**src/rtl/wb_regfile.sv**
```systemverilog
// Write-back stage and 31-entry register file (r0 reads as zero) with two bypassed
// read ports, a non-bypassed debug port and a committed-write counter.
module wb_regfile #(
  parameter int DATA_W = 32
) (
  input  logic              i_clk,
  input  logic              i_resetn,
  input  logic              i_wb_mem2reg,
  input  logic              i_wb_wreg,
  input  logic [4:0]        i_wb_rd,
  input  logic [DATA_W-1:0] i_wb_data,
  input  logic [DATA_W-1:0] i_wb_dmem,
  input  logic [4:0]        i_id_rs,
  input  logic [4:0]        i_id_rt,
  input  logic [4:0]        i_dbg_addr,
  output logic [DATA_W-1:0] o_id_qa,
  output logic [DATA_W-1:0] o_id_qb,
  output logic [DATA_W-1:0] o_dbg_data,
  output logic [DATA_W-1:0] o_wb_wdata,
  output logic              o_wb_we,
  output logic [31:0]       o_retire_cnt
);

  // r0 has no storage; every read path returns zero for index 0.
  logic [DATA_W-1:0] regs [1:31];

  logic rs_zero, rt_zero, dbg_zero;
  logic rs_bypass, rt_bypass;

  assign o_wb_wdata = i_wb_mem2reg ? i_wb_dmem : i_wb_data;
  assign o_wb_we    = i_wb_wreg && (i_wb_rd != 5'd0);

  assign rs_zero   = (i_id_rs == 5'd0);
  assign rt_zero   = (i_id_rt == 5'd0);
  assign dbg_zero  = (i_dbg_addr == 5'd0);
  assign rs_bypass = o_wb_we && (i_id_rs == i_wb_rd);
  assign rt_bypass = o_wb_we && (i_id_rt == i_wb_rd);

  always_ff @(posedge i_clk or negedge i_resetn) begin
    if (!i_resetn) begin
      for (int i = 1; i < 32; i++) begin
        regs[i] <= '0;
      end
    end else if (o_wb_we) begin
      regs[i_wb_rd] <= o_wb_wdata;
    end
  end

  always_ff @(posedge i_clk or negedge i_resetn) begin
    if (!i_resetn) begin
      o_retire_cnt <= '0;
    end else if (o_wb_we) begin
      o_retire_cnt <= o_retire_cnt + 32'd1;
    end
  end

  // Bypass lets ID see the value being written this cycle instead of the stale entry.
  always_comb begin
    o_id_qa = '0;
    if (rs_zero) begin
      o_id_qa = '0;
    end else if (rs_bypass) begin
      o_id_qa = o_wb_wdata;
    end else begin
      o_id_qa = regs[i_id_rs];
    end
  end

  always_comb begin
    o_id_qb = '0;
    if (rt_zero) begin
      o_id_qb = '0;
    end else if (rt_bypass) begin
      o_id_qb = o_wb_wdata;
    end else begin
      o_id_qb = regs[i_id_rt];
    end
  end

  // Debug port shows committed state only.
  always_comb begin
    o_dbg_data = '0;
    if (!dbg_zero) begin
      o_dbg_data = regs[i_dbg_addr];
    end
  end

endmodule

```
**config.mk**
```make
export PLATFORM = sky130hd
export DESIGN_NAME = wb_regfile
export DESIGN_NICKNAME = d
export VERILOG_FILES = /design/src/rtl/wb_regfile.sv
export SDC_FILE = /design/constraint.sdc
export NUM_CORES = 2
export LEC_CHECK = 0
export BUFFER_PORTS_ARGS = -buffer_cell sky130_fd_sc_hd__buf_2
export CORE_MARGIN = 5
export CORE_UTILIZATION = 45
export CTS_CLUSTER_SIZE = 30
export DETAILED_ROUTE_END_ITERATION = 12
export MAX_ROUTING_LAYER = met4
export SYNTH_ARGS = -nofsm -noshare
export SYNTH_HDL_FRONTEND = slang
export SYNTH_SLANG_ARGS = --single-unit
```
**constraint.sdc**
```tcl
create_clock -name i_clk -period 3.6 [get_ports i_clk]
set_input_delay 0.9 -clock i_clk [delete_from_list [all_inputs] [get_ports i_clk]]
set_output_delay 0.9 -clock i_clk [all_outputs]
set_load 0.1 [all_outputs]
```
==> flow_summary.json <==
{
  "status": "finished, violations left",
  "failing_checks": "negative setup slack",
  "met3_usage_pct": 9.12,
  "area_overhead_of_the_layout_relative_to_synthesis_pct": 29.7,
  "detailedPlacementHpwl_mm": 149,
  "register_area_mm2": 0.0256,
  "clock_root_buffer_master": "clkbuf_16",
  "pwr-share-comb_pct": 33.7,
  "netlist-cell-type-count": 50,
  "skew_ps": 5.72,
  "cp.arrival_ps": 3000,
  "detail_route.wl_per_cell_um": 30.7,
  "crit_path_start_kind": "primary input",
  "io_pins": 249,
  "leakagePower_nw": 33.2,
  "power.net_switching_mw": 15.7,
  "initial_core_util_pct": 45.3,
  "drt_pass1_iterations": 7,
  "globalplace.congestion": 0.927,
  "power.clock.fraction_pct": 28.8,
  "cp_cell_sequence": "buf_16 > buf_4 > buf_12 > buf_4 > mux4_2 > mux4_2 > mux2_4 > buf_12",
  "tritoncts_clock_tree": "yes",
  "postRouteAntennaNets": 0,
  "unrepaired_setup_endpoints_after_global_routing": "true",
  "dpl_cell_area_mm2": 0.0715,
  "row_count": 135,
  "postSynthAreaPerCell_um2": 11.2,
  "cp_slowest_cell": "mux4_2",
  "dr.first_iter.drc_count": 6673,
  "final_area_mm2": 0.0794,
  "tritoncts.num_buffers": 112,
  "syn-num-nets": 5575,
  "ir_drop_mv": 0.403,
  "maximum_fanout_encountered_on_the_critical_timing_path": 7,
  "synth_area_mm2": 0.0612,
  "setup_viol": 96,
  "clkSinkCount": 1024,
  "seq_power_share_pct": 37.5,
  "yosys_warnings": 0,
  "multi_input_area_mm2": 0.0354,
  "asyncSetResetFlopFracSynth_pct": 100,
  "n_fill_cell": 10800,
  "netlist_instances": 5486,
  "final_nets": 6051,
  "gr-usage-all-layers_pct": 34.4,
  "worstPathBufferInverterCount": 5,
  "pin_count_of_the_biggest_net_entering_global_routing": 111,
  "max_freq_mhz": 256,
  "wire_length_of_the_first_global_routing_pass_mm": 354,
  "grt_antenna_before_repair": 0,
  "internal_power_mw": 29.3,
  "path_delay_family": "multiplexers",
  "p_sw_share_pct": 34.9,
  "die_area_mm2": 0.144,
  "p_per_area_mw_per_mm2": 566,
  "fin_crit_sh_pct": 108,
  "slew-limit-headroom_pct": 29.6,
  "hold_class": "in -> async",
  "synth_top_flop_cell": "dfrtp_1",
  "ctsLongestPathBuffers": 3,
  "yosys_register_bits": 1024,
  "h-tree-depth": 3,
  "dieHeight_um": 379,
  "most_crowded_layer_after_global_routing": "met2",
  "routed_wirelength_mm": 241,
  "crit_path_max_incr_delay_ps": 520,
  "clkLatencyLatePin_ps": 730,
  "groute.layer.met2.usage_pct": 49.9,
  "number_of_synthesized_flops_with_an_enable_pin": 0,
  "min_period_ps": 3900,
  "core_region_area_mm2": 0.135,
  "finalHoldViolations": 0,
  "timing_max_transition_violations_final": 0,
  "clk_transition_reported_paths_ps": 60,
  "drive_gt1_share_pct": 38.3,
  "path_class": "in -> out",
  "via_per_inst": 6.64,
  "globalRoute.totalOverflow": 0,
  "fp.dieW_um": 379,
  "max-cap-violations": 0,
  "worst_slack_ps": -304,
  "ys_seq_area_share_pct": 41.8,
  "grt_pass1_vias": 51300,
  "use_met1_pct": 45.0,
  "portBuffers": 248,
  "detailroute.via_count": 52100,
  "critical_path_required_ps": 2700,
  "worst-slew-pin-transition_ps": 1060,
  "drt_drc_violations_left": 0,
  "fin_tns_setup_ps": -15780,
  "setup.worst_path.end_class": "output port"
}
-- metrics by stage --
stage / power (mW) / setup WS (ps) / cells / hold slack (ps) / utilization [%]
after floorplan: 26.2 / -703 / 5486 / 476 / -
after global placement: 30.6 / -636 / 7470 / 461 / 52.8
after detailed placement: 31.0 / -602 / 7470 / 463 / 52.8
after CTS: 44.6 / -272 / 7800 / 149 / 58.1
after global routing: 46.7 / -308 / 7836 / 179 / 58.7
final: 44.9 / -304 / 7838 / 154 / 58.7
-- synth_stat cells, drive strengths merged (2+ instances only) --
master,count,area [µm²]
dfrtp,1024,25600
mux4,729,16400
nand2,692,2600
nor2,639,2400
a21oi,515,2580
o21ai,484,2420
clkbuf,415,1560
buf,173,861
mux2,161,1810
mux2i,111,1110
o211ai,93,698
a22oi,62,465
a221oi,60,526
nor2b,41,257
nor3,39,195
inv,38,143
a211oi,33,248
a22o,32,280
o22ai,32,200
xnor2,25,219
nand3,16,80.1
xor2,16,140
nand4,11,68.8
and4,5,43.8
and3,4,25.0
nor3b,4,30.0
or2,4,25.0
a31oi,3,18.8
nand2b,3,18.8
nand3b,3,22.5
a311oi,2,17.5
and2,2,12.5
nor4,2,12.5
-- final cells by class --
type,count,share of cell area (%)
Multi-Input combinational cell,3836,44.5
Tap cell,1781,2.80
Antenna cell,2,0.00630
Inverter,38,0.328
Clock buffer,154,4.06
Timing Repair Buffer,950,14.9
Sequential cell,1024,32.3
Clock inverter,53,1.10
-- cells by family (layout without fill, tap and decap cells) --
family / after synthesis / in the layout / synth area share (%)
AO/OA/AOI/OAI: 1325 / 1325 / 12.3
adder cells (fa/ha/maj): 1 / 1 / 0.0204
other: 0 / 2 / 0
XOR/XNOR: 41 / 41 / 0.586
buffers and inverters: 626 / 1195 / 4.18
flip-flops: 1024 / 1024 / 41.8
AND/OR/NAND/NOR: 1468 / 1468 / 9.49
multiplexers: 1001 / 1001 / 31.6
-- power by group through the flow --
stage / logic, mW / registers (mW) / clock network (mW)
after detailed placement: 14.2 / 16.8 / 0
final: 15.1 / 16.8 / 13.0
after global routing: 16.1 / 17.1 / 13.5
after floorplan: 10.1 / 16.1 / 0
after CTS: 14.9 / 16.6 / 13.0
after global placement: 14.0 / 16.7 / 0
-- routing by layer --
layer  part of all wire, %  routed length, µm
met1                    38              91300
met2                    45             108000
met3                    11              27300
met4                   5.7              13800
met5                     0                  0
-- placed cells by master (no fill, tap or decap), drive strengths merged, types with 33 or more instances in the layout --
master / count
a211oi: 33
a21oi: 515
a221oi: 60
a22oi: 62
buf: 934
clkbuf: 165
clkinvlp: 38
dfrtp: 1024
mux2: 161
mux2i: 111
mux4: 729
nand2: 692
nor2: 639
nor2b: 41
nor3: 39
o211ai: 93
o21ai: 484
-- state kept, by name (all words and copies together), names as in the netlist --
name          count
regs            992
o_retire_cnt     32
-- final timing paths --
check | endpoint | startpoint | slack (ps) | depth (start not counted)
setup / recovery | o_dbg_data[0] | i_dbg_addr[0] | -300 | 8
hold / removal | o_retire_cnt[22] | i_resetn | 150 | 1
setup reg to reg | o_retire_cnt[24] | o_retire_cnt[2] | 1690 | 5
hold reg to reg | o_retire_cnt[31] | o_retire_cnt[31] | 460 | 1
max in group asynchronous | regs[81] | i_resetn | 2250 | 3
min in group i_clk | o_retire_cnt[31] | o_retire_cnt[31] | 460 | 1
-- repair_timing --
| action | CTS | global route |
|---|---|---|
| resized for setup | 283 | 114 |
| hold buffers | 0 | 0 |
| pin swaps | 128 | 80 |
| buffers inserted | 99 | 47 |
| gates cloned | 27 | 5 |
| endpoints found under the setup margin | 96 | 96 |
No activity file was read; power rests on OpenSTA's default activity.
